### src/rtl/rv32i_types.sv
// Shared types for the physical-memory arbiter: FSM states, op encoding and
// round-robin side encoding.
package rv32i_types;

    typedef enum logic [1:0] {
        IDLE,
        SERVE_I,
        SERVE_D,
        TURN
    } pmem_arb_state_t;

    typedef enum logic {
        OP_READ,
        OP_WRITE
    } pmem_op_t;

    localparam logic RR_ICACHE = 1'b0;
    localparam logic RR_DCACHE = 1'b1;

endpackage

### src/rtl/pmem_arb_select.sv
// Pure grant logic for the pmem arbiter: picks icache or dcache and the op.
// With PMEM_ARB_RR_EN contention alternates on rr_last; otherwise dcache wins.
module pmem_arb_select
    import rv32i_types::*;
(
    input  logic     i_read,
    input  logic     d_read,
    input  logic     d_write,
`ifdef PMEM_ARB_RR_EN
    input  logic     rr_last,
`endif
    output logic     grant_i,
    output logic     grant_d,
    output pmem_op_t op
);

    logic d_req;

    assign d_req = d_read | d_write;

`ifdef PMEM_ARB_RR_EN
    assign grant_d = d_req & (~i_read | (rr_last == RR_ICACHE));
`else
    assign grant_d = d_req;
`endif
    assign grant_i = i_read & ~grant_d;

    // A simultaneous read+write from dcache resolves to the write.
    assign op = (grant_d && d_write) ? OP_WRITE : OP_READ;

endmodule

### src/rtl/pmem_arbiter.sv
// Shares one cacheline-wide memory port between icache and dcache, one whole
// transaction at a time with a one-cycle turnaround. Define PMEM_ARB_RR_EN for
// round-robin arbitration; default is fixed dcache priority.
module pmem_arbiter
    import rv32i_types::*;
#(
    parameter int s_line = 256,
    parameter int s_addr = 32
) (
    input  logic              clk,
    input  logic              rst_n,
    input  logic              i_pmem_read,
    input  logic [s_addr-1:0] i_pmem_address,
    output logic [s_line-1:0] i_pmem_rdata,
    output logic              i_pmem_resp,
    input  logic              d_pmem_read,
    input  logic              d_pmem_write,
    input  logic [s_addr-1:0] d_pmem_address,
    input  logic [s_line-1:0] d_pmem_wdata,
    output logic [s_line-1:0] d_pmem_rdata,
    output logic              d_pmem_resp,
    output logic              mem_read,
    output logic              mem_write,
    output logic [s_addr-1:0] mem_address,
    output logic [s_line-1:0] mem_wdata,
    input  logic [s_line-1:0] mem_rdata,
    input  logic              mem_resp
);

    pmem_arb_state_t state;
    pmem_op_t        sel_op;
    logic            grant_i, grant_d;
`ifdef PMEM_ARB_RR_EN
    logic            rr_last;
`endif

    pmem_arb_select u_select (
        .i_read  (i_pmem_read),
        .d_read  (d_pmem_read),
        .d_write (d_pmem_write),
`ifdef PMEM_ARB_RR_EN
        .rr_last (rr_last),
`endif
        .grant_i (grant_i),
        .grant_d (grant_d),
        .op      (sel_op)
    );

    always_ff @(posedge clk or negedge rst_n) begin
        if (!rst_n) begin
            state       <= IDLE;
            mem_read    <= 1'b0;
            mem_write   <= 1'b0;
            mem_address <= '0;
            mem_wdata   <= '0;
`ifdef PMEM_ARB_RR_EN
            rr_last     <= RR_ICACHE;
`endif
        end else begin
            case (state)
                IDLE: begin
                    if (grant_d) begin
                        state       <= SERVE_D;
                        mem_address <= d_pmem_address;
                        mem_read    <= (sel_op == OP_READ);
                        mem_write   <= (sel_op == OP_WRITE);
                        if (sel_op == OP_WRITE)
                            mem_wdata <= d_pmem_wdata;
`ifdef PMEM_ARB_RR_EN
                        rr_last     <= RR_DCACHE;
`endif
                    end else if (grant_i) begin
                        state       <= SERVE_I;
                        mem_address <= i_pmem_address;
                        mem_read    <= 1'b1;
                        mem_write   <= 1'b0;
`ifdef PMEM_ARB_RR_EN
                        rr_last     <= RR_ICACHE;
`endif
                    end
                end
                // Requester inputs are ignored here; the latched copies drive memory.
                SERVE_I, SERVE_D: begin
                    if (mem_resp) begin
                        state     <= TURN;
                        mem_read  <= 1'b0;
                        mem_write <= 1'b0;
                    end
                end
                TURN:    state <= IDLE;
                default: state <= IDLE;
            endcase
        end
    end

    // Completion is routed combinationally so the owner sees resp with zero latency.
    assign i_pmem_resp  = (state == SERVE_I) & mem_resp;
    assign d_pmem_resp  = (state == SERVE_D) & mem_resp;
    assign i_pmem_rdata = (state == SERVE_I) ? mem_rdata : '0;
    assign d_pmem_rdata = (state == SERVE_D) ? mem_rdata : '0;

`ifndef SYNTHESIS
    always @(posedge clk) begin
        if (rst_n)
            assert (!(d_pmem_read && d_pmem_write))
            else $warning("pmem_arbiter: d_pmem_read and d_pmem_write both high, write takes precedence");
    end
`endif

endmodule
### config.mk
export PLATFORM = sky130hd
export DESIGN_NAME = pmem_arbiter
export DESIGN_NICKNAME = d
export VERILOG_FILES = /design/src/rtl/rv32i_types.sv /design/src/rtl/pmem_arb_select.sv /design/src/rtl/pmem_arbiter.sv
export SDC_FILE = /design/constraint.sdc
export NUM_CORES = 1
export LEC_CHECK = 0
export BUFFER_PORTS_ARGS = -buffer_cell sky130_fd_sc_hd__clkbuf_2
export CAP_MARGIN = 10
export CORE_AREA = 8 8 533 535
export DETAILED_ROUTE_END_ITERATION = 7
export DIE_AREA = 0 0 541 543
export GPL_TIMING_DRIVEN = 0
export MAX_ROUTING_LAYER = met4
export PLACE_DENSITY = 0.3
export RECOVER_POWER = 25
export SYNTH_ARGS = -nofsm -noshare
export SYNTH_HDL_FRONTEND = slang
export SYNTH_SLANG_ARGS = --single-unit
### constraint.sdc
create_clock -name clk -period 1.9 [get_ports clk]
set_input_delay 0.38 -clock clk [delete_from_list [all_inputs] [get_ports clk]]
set_output_delay 0.38 -clock clk [all_outputs]
set_load 0.02 [all_outputs]
==> PnR_summary.wiki, run 1 <==
{| class="wikitable"
! Metric !! Value
|-
| Result of the run || finished, violations left
|-
| Violated checks || setup timing
|-
| Number of placement rows || 193
|-
| Wirelength, routed || 183000 microns
|-
| Worst reg2reg endpoint || mem_wdata[128]
|-
| RSZ-0062 raised after global routing || true
|-
| Insertion delay to the later sink of the worst-skew pair || 0.60 ns
|-
| Largest net degree at the start of global routing || 96
|-
| Max Transition Viols Final || 0
|-
| Slowest cell on the critical path || sky130_fd_sc_hd__dfrtp_1
|-
| Ys Warns || 0
|-
| Number of register bits inferred by synthesis || 292
|-
| Max transition margin || 0.386
|-
| Final min period || 2.53 ns
|-
| Number of setup violations in the final report || 853
|-
| Clock Sinks || 292
|-
| Detailed-routing iteration count for the pre-antenna-repair pass || 5
|-
| Number of instances in the synthesized netlist || 1277
|-
| Termination of the worst setup path || i_pmem_rdata[163]
|-
| CTS root buffer || sky130_fd_sc_hd__clkbuf_16
|-
| Number of DRC markers in iteration 0 || 863
|-
| Wire length of the first global-routing pass || 223000 microns
|-
| HPWL after DPL || 164000 microns
|-
| Std-Cell Core Area || 0.275 sq mm
|-
| Number of buffers added on ports || 1384
|-
| Top cell type's share of synthesized area || 0.493
|-
| Antenna violations before repair || 140
|-
| Maximum level of the CTS H-tree || 2
|-
| Top post-synthesis cells by area || sky130_fd_sc_hd__dfrtp_1 (49%), sky130_fd_sc_hd__and2_1 (22%), sky130_fd_sc_hd__mux2_2 (20%), sky130_fd_sc_hd__mux2i_1 (2.4%), sky130_fd_sc_hd__buf_6 (2.0%)
|-
| Vias in the first global route || 19100
|-
| DP Area || 0.0264 sq mm
|-
| Post-Syn Area || 0.0148 sq mm
|-
| CTS buffer count || 40
|-
| Worst-path clk slew || 0.06 ns
|-
| Final design instance area without fill || 0.0341 sq mm
|-
| Count of unique library cells instantiated by Yosys || 25
|-
| Layout filler cell count || 31700
|-
| Part of the Yosys area used for sequential elements || 0.493
|-
| Setup slack of the critical path after layout || -0.630 ns
|-
| Pre-CTS setup slack || -1.70 ns
|-
| Synthesized netlist net count || 1863
|-
| Ratio of total power to cell area || 1660 mW/mm^2
|-
| Cell family with the largest share of critical-path delay || buffers and inverters
|-
| Synthesized area per cell || 11.6 sq um
|-
| Layout cells sized above 1 || 0.677
|-
| Placer's final routability congestion estimate || 0.931
|-
| Cell with the most instances on the worst path || sky130_fd_sc_hd__clkbuf_16
|-
| Crit path DAT || 2.15 ns
|-
| Type of element launching the critical path || flip-flop
|-
| Die Y || 543 microns
|-
| Synth area leader || sky130_fd_sc_hd__dfrtp_1
|-
| Via count normalized by instance count || 2.68
|-
| Maximum clock path buffer count || 3
|-
| Die boundary width || 541 microns
|-
| Worst slew pin tran || 0.921 ns
|-
| Worst Path Required || 1.52 ns
|-
| Gr ovfl total || 0
|-
| Worst min-delay path category || in -> reg
|-
| Total DRC errors in the routed layout || 0
|-
| Reported max-cap violation count || 0
|-
| Worst-case reg-to-reg path depth || 8
|-
| TritonCTS clock tree || built
|-
| Initial Util || 0.0539
|-
| CP Cell Sequence || buf_4 -> ha_4 -> buf_12 -> clkbuf_16 -> clkbuf_16 -> and2_4 -> buf_8
|-
| Total die area || 0.294 sq mm
|-
| CP Class || reg -> out
|-
| Critical path buffers and inverters || 5
|-
| Area growth, synth to finish || 130%
|-
| Register-to-register setup slack || -0.19 ns
|-
| Type of element capturing the critical path || output port
|-
| Fin crit share || 1.33
|-
| Nets || 3540
|-
| Antenna-violating nets left || 0
|-
| CP Max Fanout || 8
|-
| Post-DR wirelength/cell || 27.6 microns
|-
| Largest stage delay, worst path || 0.38 ns
|-
| I/O pin total || 1386
|-
| Total GRT Usage || 0.120
|-
| Highest achievable clock rate || 395 MHz
|-
| Final Hold Vio Count || 0
|-
| Beginning of the worst register-to-register path || state[1]
|-
| Worst setup path start || state[0]
|-
| Max Clock Skew || 0.0271 ns
|-
| VDD IR max || 0.787 mV
|-
| Count of cell instances traversed by the critical path || 7
|-
| Cell leakage power || 15.8 nW
|-
| Vias after detailed routing || 17700
|}
## synth_stat cells
cell type / count
sky130_fd_sc_hd__buf_4: 2
sky130_fd_sc_hd__nor2_1: 1
sky130_fd_sc_hd__clkbuf_2: 2
sky130_fd_sc_hd__dfrtp_1: 292
sky130_fd_sc_hd__o2bb2ai_1: 1
sky130_fd_sc_hd__a32oi_2: 1
sky130_fd_sc_hd__nor2_4: 1
sky130_fd_sc_hd__clkbuf_1: 56
sky130_fd_sc_hd__o21ba_2: 1
sky130_fd_sc_hd__and2_1: 514
sky130_fd_sc_hd__nand2_2: 1
sky130_fd_sc_hd__buf_2: 6
sky130_fd_sc_hd__o21ai_0: 32
sky130_fd_sc_hd__ha_1: 4
sky130_fd_sc_hd__mux2_2: 257
sky130_fd_sc_hd__inv_1: 4
sky130_fd_sc_hd__a21o_1: 1
sky130_fd_sc_hd__buf_8: 3
sky130_fd_sc_hd__nand2_1: 32
sky130_fd_sc_hd__mux2i_1: 35
sky130_fd_sc_hd__a21oi_1: 2
sky130_fd_sc_hd__nand2b_1: 1
sky130_fd_sc_hd__a32o_1: 1
sky130_fd_sc_hd__o31ai_4: 1
sky130_fd_sc_hd__buf_6: 26
## cells by family after synthesis
kind of cell,synth area share
simple gates,0.227
mux,0.219
flops,0.493
buf+inv,0.0417
compound gates,0.0165
fa+ha+maj,0.00338
## through the flow
| step | power [mW] | cells | TNS [ns] | util | hold slack, ns |
|---|---|---|---|---|---|
| CTS | 56.3 | 6575 | -373.50 | 0.121 | 0.000864 |
| global route | 60.2 | 6607 | -406.93 | 0.124 | 0.0193 |
| floorplan | 26.2 | 1277 | 0 | - | 0.0844 |
| global placement | 42.0 | 6268 | -2686.23 | 0.0954 | 0.472 |
| finish | 56.8 | 6618 | -307.19 | 0.124 | 0.0603 |
| detailed placement | 42.0 | 6273 | -631.18 | 0.0959 | 0.315 |
## cell usage in the layout, fill, tap and decap left out, drive strengths merged
cell type and count:
a21o 1, a21oi 2, a32o 1, a32oi 1, and2 514, buf 218
bufinv 1, clkbuf 1357, clkinv 8, clkinvlp 3, dfrtp 292, diode 27
dlygate4sd3 213, ha 4, inv 6, mux2 257, mux2i 35, nand2 33
nand2b 1, nor2 2, o21ai 32, o21ba 1, o2bb2ai 1, o31ai 1
## registers in the layout (all words and copies together) (netlist names)
| register | cells |
|---|---|
| mem_wdata | 256 |
| mem_address | 32 |
| state | 2 |
| mem_read | 1 |
| mem_write | 1 |
## where the power goes
| part | internal [mW] | leakage [nW] | switching, mW |
|---|---|---|---|
| Combinational | 15.6 | 11.7 | 22.0 |
| Sequential | 9.41 | 3.48 | 1.84 |
| Clock | 4.55 | 0.658 | 3.33 |
## final cells by class
cell class / count / area, sq um / share of cell area
Sequential cell: 292 / 7310 / 0.214
Clock inverter: 14 / 150 / 0.00440
Buffer: 92 / 1460 / 0.0429
Antenna cell: 27 / 67.6 / 0.00198
Multi-Input combinational cell: 886 / 7360 / 0.216
Tap cell: 3607 / 4510 / 0.132
Timing Repair Buffer: 1638 / 12000 / 0.352
Inverter: 4 / 17.5 / 0.000514
Clock buffer: 58 / 1200 / 0.0352
## worst min path at each step
stage                            startpoint               to  slack (ns)  cells after the start
final                     d_pmem_wdata[236]   mem_wdata[236]        0.06                      2
after global routing      d_pmem_wdata[174]   mem_wdata[174]        0.02                      2
after CTS                 d_pmem_wdata[190]   mem_wdata[190]      0.0009                      2
after detailed placement              rst_n    mem_wdata[30]        0.32                      1
after global placement      mem_address[11]  mem_address[11]        0.47                      2
after floorplan                       rst_n   mem_address[0]        0.08                      0
## timing repair
item                                   in CTS  in global routing
pin swaps                                   4                  5
hold buffers                              213                  0
setup buffers                              10                  5
resized for setup                         831                313
gates cloned                                8                 14
setup endpoints to repair                 771                763
endpoints found under the hold margin     240                  0
## per-layer routing
metal	vias to the layer above	track usage	routed length, microns
met5	-	-	0
li1	7539	-	-
met3	312	0.0429	17100
met4	0	0.0272	5950
met2	1280	0.218	94100
met1	8579	0.124	65800
No activity file was read; power rests on OpenSTA's default activity.
==> run 2, diff against run 1 <==
Settings changed: ABC_AREA set to 1, CORE_AREA 8 8 533 535 to 8 8 541 543, DIE_AREA 0 0 541 543 to 0 0 549 551, GPL_TIMING_DRIVEN 0 to 1, SLEW_MARGIN set to 20.
==> PnR_summary.wiki, run 2 <==
{| class="wikitable"
! Metric !! Value
|-
| Number of placement rows || 196
|-
| CTS buffer count || 40
|-
| Worst slew pin tran || 1.07 ns
|-
| Nets || 4691
|-
| Max Clock Skew || 0.0204 ns
|-
| Type of element launching the critical path || flip-flop
|-
| Final Hold Vio Count || 0
|-
| CP Class || reg -> out
|-
| VDD IR max || 0.708 mV
|-
| Pre-CTS setup slack || -0.0292 ns
|-
| Clock Sinks || 292
|-
| Worst Path Required || 1.52 ns
|-
| Largest stage delay, worst path || 0.40 ns
|-
| Part of the total power dissipated in the clock network || 0.124
|-
| Largest registers || mem_wdata: 256 flops, mem_address: 32 flops, state: 2 flops
|-
| Post-DR wirelength/cell || 30.7 microns
|-
| Ratio of total power to cell area || 1650 mW/mm^2
|-
| Number of register bits inferred by synthesis || 292
|-
| Count of unique library cells instantiated by Yosys || 19
|-
| Area growth, synth to finish || 140%
|-
| Final core utilization || 0.132
|-
| Synthesized area per cell || 6.41 sq um
|-
| Fin crit share || 1.31
|-
| Insertion delay to the later sink of the worst-skew pair || 0.60 ns
|-
| Worst-case reg-to-reg path depth || 9
|-
| Beginning of the worst register-to-register path || state[0]
|-
| CP Max Fanout || 8
|-
| Result of the run || finished, violations left
|-
| Number of buffers added on ports || 1385
|-
| Part of the Yosys area used for sequential elements || 0.466
|-
| CTS root buffer || sky130_fd_sc_hd__clkbuf_16
|-
| Cell with the most instances on the worst path || sky130_fd_sc_hd__buf_6
|-
| Post-Syn Area || 0.0157 sq mm
|-
| Total DRC errors in the routed layout || 0
|-
| Flop pwr share || 0.178
|-
| Antenna-violating nets left || 0
|-
| Slowest cell on the critical path || sky130_fd_sc_hd__dfrtp_1
|-
| Top library cells by usage in the layout, fill and taps aside || sky130_fd_sc_hd__nand2_1 (1118), sky130_fd_sc_hd__clkbuf_2 (996), sky130_fd_sc_hd__dfrtp_1 (292)
|-
| Maximum clock path buffer count || 3
|-
| I/O pin total || 1386
|-
| Ys Warns || 0
|-
| EDFF count, synth || 0
|-
| Register with the most flip-flops || mem_wdata
|-
| Reported max-cap violation count || 0
|-
| Worst reg2reg endpoint || mem_wdata[82]
|-
| Post-synthesis async set-or-reset flop share || 1.00
|-
| Wire length of the first global-routing pass || 287000 microns
|-
| Final min period || 2.48 ns
|-
| Highest achievable clock rate || 403 MHz
|-
| HPWL after DPL || 218000 microns
|-
| Portion of total power attributed to combinational logic || 0.698
|-
| Number of setup violations in the final report || 613
|-
| Top flip-flop cell by instance count after synthesis || sky130_fd_sc_hd__dfrtp_1
|-
| Crit path DAT || 2.10 ns
|-
| Setup slack of the critical path after layout || -0.584 ns
|-
| Number of instances in the synthesized netlist || 2446
|-
| Largest net degree at the start of global routing || 88
|-
| Register-to-register setup slack || -0.06 ns
|-
| Layout cells sized above 1 || 0.523
|-
| Antenna violations before repair || 142
|-
| Synthesized netlist net count || 3032
|-
| Type of element capturing the critical path || output port
|-
| Max Transition Viols Final || 0
|-
| Total net switching power || 33.3 mW
|-
| Worst Min Path Start || d_pmem_wdata[137]
|-
| Ranking of synthesized cells by instance count || sky130_fd_sc_hd__nand2_1 (1390), sky130_fd_sc_hd__inv_1 (553), sky130_fd_sc_hd__dfrtp_1 (292)
|-
| Die Y || 551 microns
|-
| Maximum level of the CTS H-tree || 2
|-
| Die boundary width || 549 microns
|-
| Worst-path clk slew || 0.06 ns
|-
| Via count normalized by instance count || 2.83
|-
| TritonCTS clock tree || built
|-
| Violated checks || setup timing
|-
| Number of DRC markers in iteration 0 || 1464
|-
| RSZ-0062 raised after global routing || true
|-
| Layout filler cell count || 33100
|-
| Design internal power || 28.6 mW
|-
| Cell leakage power || 22.0 nW
|-
| CP Cell Sequence || buf_6 -> ha_4 -> buf_12 -> buf_16 -> clkbuf_16 -> nand2_1 -> inv_1 -> buf_6
|-
| Worst setup path start || state[0]
|-
| Most frequently used cell type in the post-synthesis netlist || sky130_fd_sc_hd__nand2_1
|-
| Gr ovfl total || 0
|-
| Max transition margin || 0.287
|-
| Initial Util || 0.0552
|-
| Total GRT Usage || 0.154
|-
| Synth area leader || sky130_fd_sc_hd__dfrtp_1
|-
| Detailed-routing iteration count for the pre-antenna-repair pass || 7
|-
| Worst min-delay path category || in -> reg
|-
| Top post-synthesis cells by area || sky130_fd_sc_hd__dfrtp_1 (47%), sky130_fd_sc_hd__nand2_1 (33%), sky130_fd_sc_hd__inv_1 (13%), sky130_fd_sc_hd__buf_2 (2.9%), sky130_fd_sc_hd__o21ai_0 (1.9%)
|-
| Std-Cell Core Area || 0.284 sq mm
|-
| Wirelength, routed || 245000 microns
|-
| Vias after detailed routing || 22500
|-
| Max reg flops || 256
|-
| Vias in the first global route || 22800
|-
| Placer's final routability congestion estimate || 0.984
|-
| Top cell type's share of synthesized area || 0.466
|-
| Total die area || 0.302 sq mm
|-
| Most common cell after layout, fill and taps aside || sky130_fd_sc_hd__nand2_1
|-
| Termination of the worst setup path || i_pmem_rdata[88]
|-
| Proportion of total power due to net switching || 0.538
|}
-- run 2: cell families (layout without fill, tap and decap cells) --
| family | after synthesis | in the layout | synth area share |
|---|---|---|---|
| other | 0 | 80 | 0 |
| AO/OA/AOI/OAI | 69 | 69 | 0.0228 |
| buffers and inverters | 684 | 2368 | 0.172 |
| adder cells (fa/ha/maj) | 4 | 4 | 0.00319 |
| AND/OR/NAND/NOR | 1397 | 1397 | 0.336 |
| flip-flops | 292 | 292 | 0.466 |
-- run 2: worst min-delay path by stage --
stage,slack [ns],to,cells after the start
5_1_grt,0.009,mem_wdata[193],3
3_5_place_dp,0.30,mem_wdata[20],1
3_3_place_gp,0.30,mem_wdata[20],1
2_1_floorplan,0.08,mem_address[0],0
4_1_cts,0.0002,mem_wdata[163],3
6_report,0.05,mem_wdata[137],3
-- run 2: layout make-up --
class,count,area [sq um],area share
flip-flops and latches,292,7310,0.194
clock inverters,9,118,0.00313
multi-input cells,1470,7330,0.195
clock buffers,58,1160,0.0309
diodes,80,200,0.00533
inverters,554,2160,0.0576
well taps,3762,4710,0.125
repair buffers,1747,14600,0.389
-- run 2: critical path: cells and delay by family (launching register included) --
family	cells	cell delay (ns)
AND/OR/NAND/NOR	1	0.06
buffers and inverters	6	0.84
flip-flops	1	0.40
adder cells (fa/ha/maj)	1	0.16
-- run 2: metrics by stage --
stage	hold slack, ns	cell area [sq um]	cells	total power, mW	TNS, ns
floorplan	0.0844	15700	2446	25.6	0
global placement	0.296	29300	7569	46.3	-0.695
detailed placement	0.297	29300	7569	46.2	-0.199
CTS	0.000184	33200	7838	56.3	-280.81
global route	0.00949	37600	7969	66.0	-337.32
finish	0.0529	37600	7972	61.9	-250.28
-- run 2: power by group through the flow --
| stage | logic, mW | registers [mW] | clock network, mW |
|---|---|---|---|
| 4_1_cts | 37.1 | 11.1 | 8.17 |
| 3_3_place_gp | 35.2 | 11.1 | 0 |
| 2_1_floorplan | 11.3 | 14.3 | 0 |
| 3_5_place_dp | 35.1 | 11.1 | 0 |
| 5_1_grt | 46.2 | 11.4 | 8.33 |
| 6_report | 43.2 | 11.0 | 7.71 |
-- run 2: metal layers --
layer	vias up	share of wire	GRT usage
met5	-	0	-
met4	0	0.022	0.0233
met3	226	0.15	0.0988
met2	1272	0.43	0.235
met1	10700	0.40	0.173
li1	10300	-	-
-- run 2: what timing repair did --
| item | 4_1_cts | 5_1_grt |
|---|---|---|
| cloned | 7 | 43 |
| pin swaps | 0 | 6 |
| resized for setup | 148 | 1566 |
| setup endpoints to repair | 534 | 738 |
| endpoints found under the hold margin | 253 | 0 |
| hold buffers | 188 | 0 |
| buffers inserted | 7 | 13 |
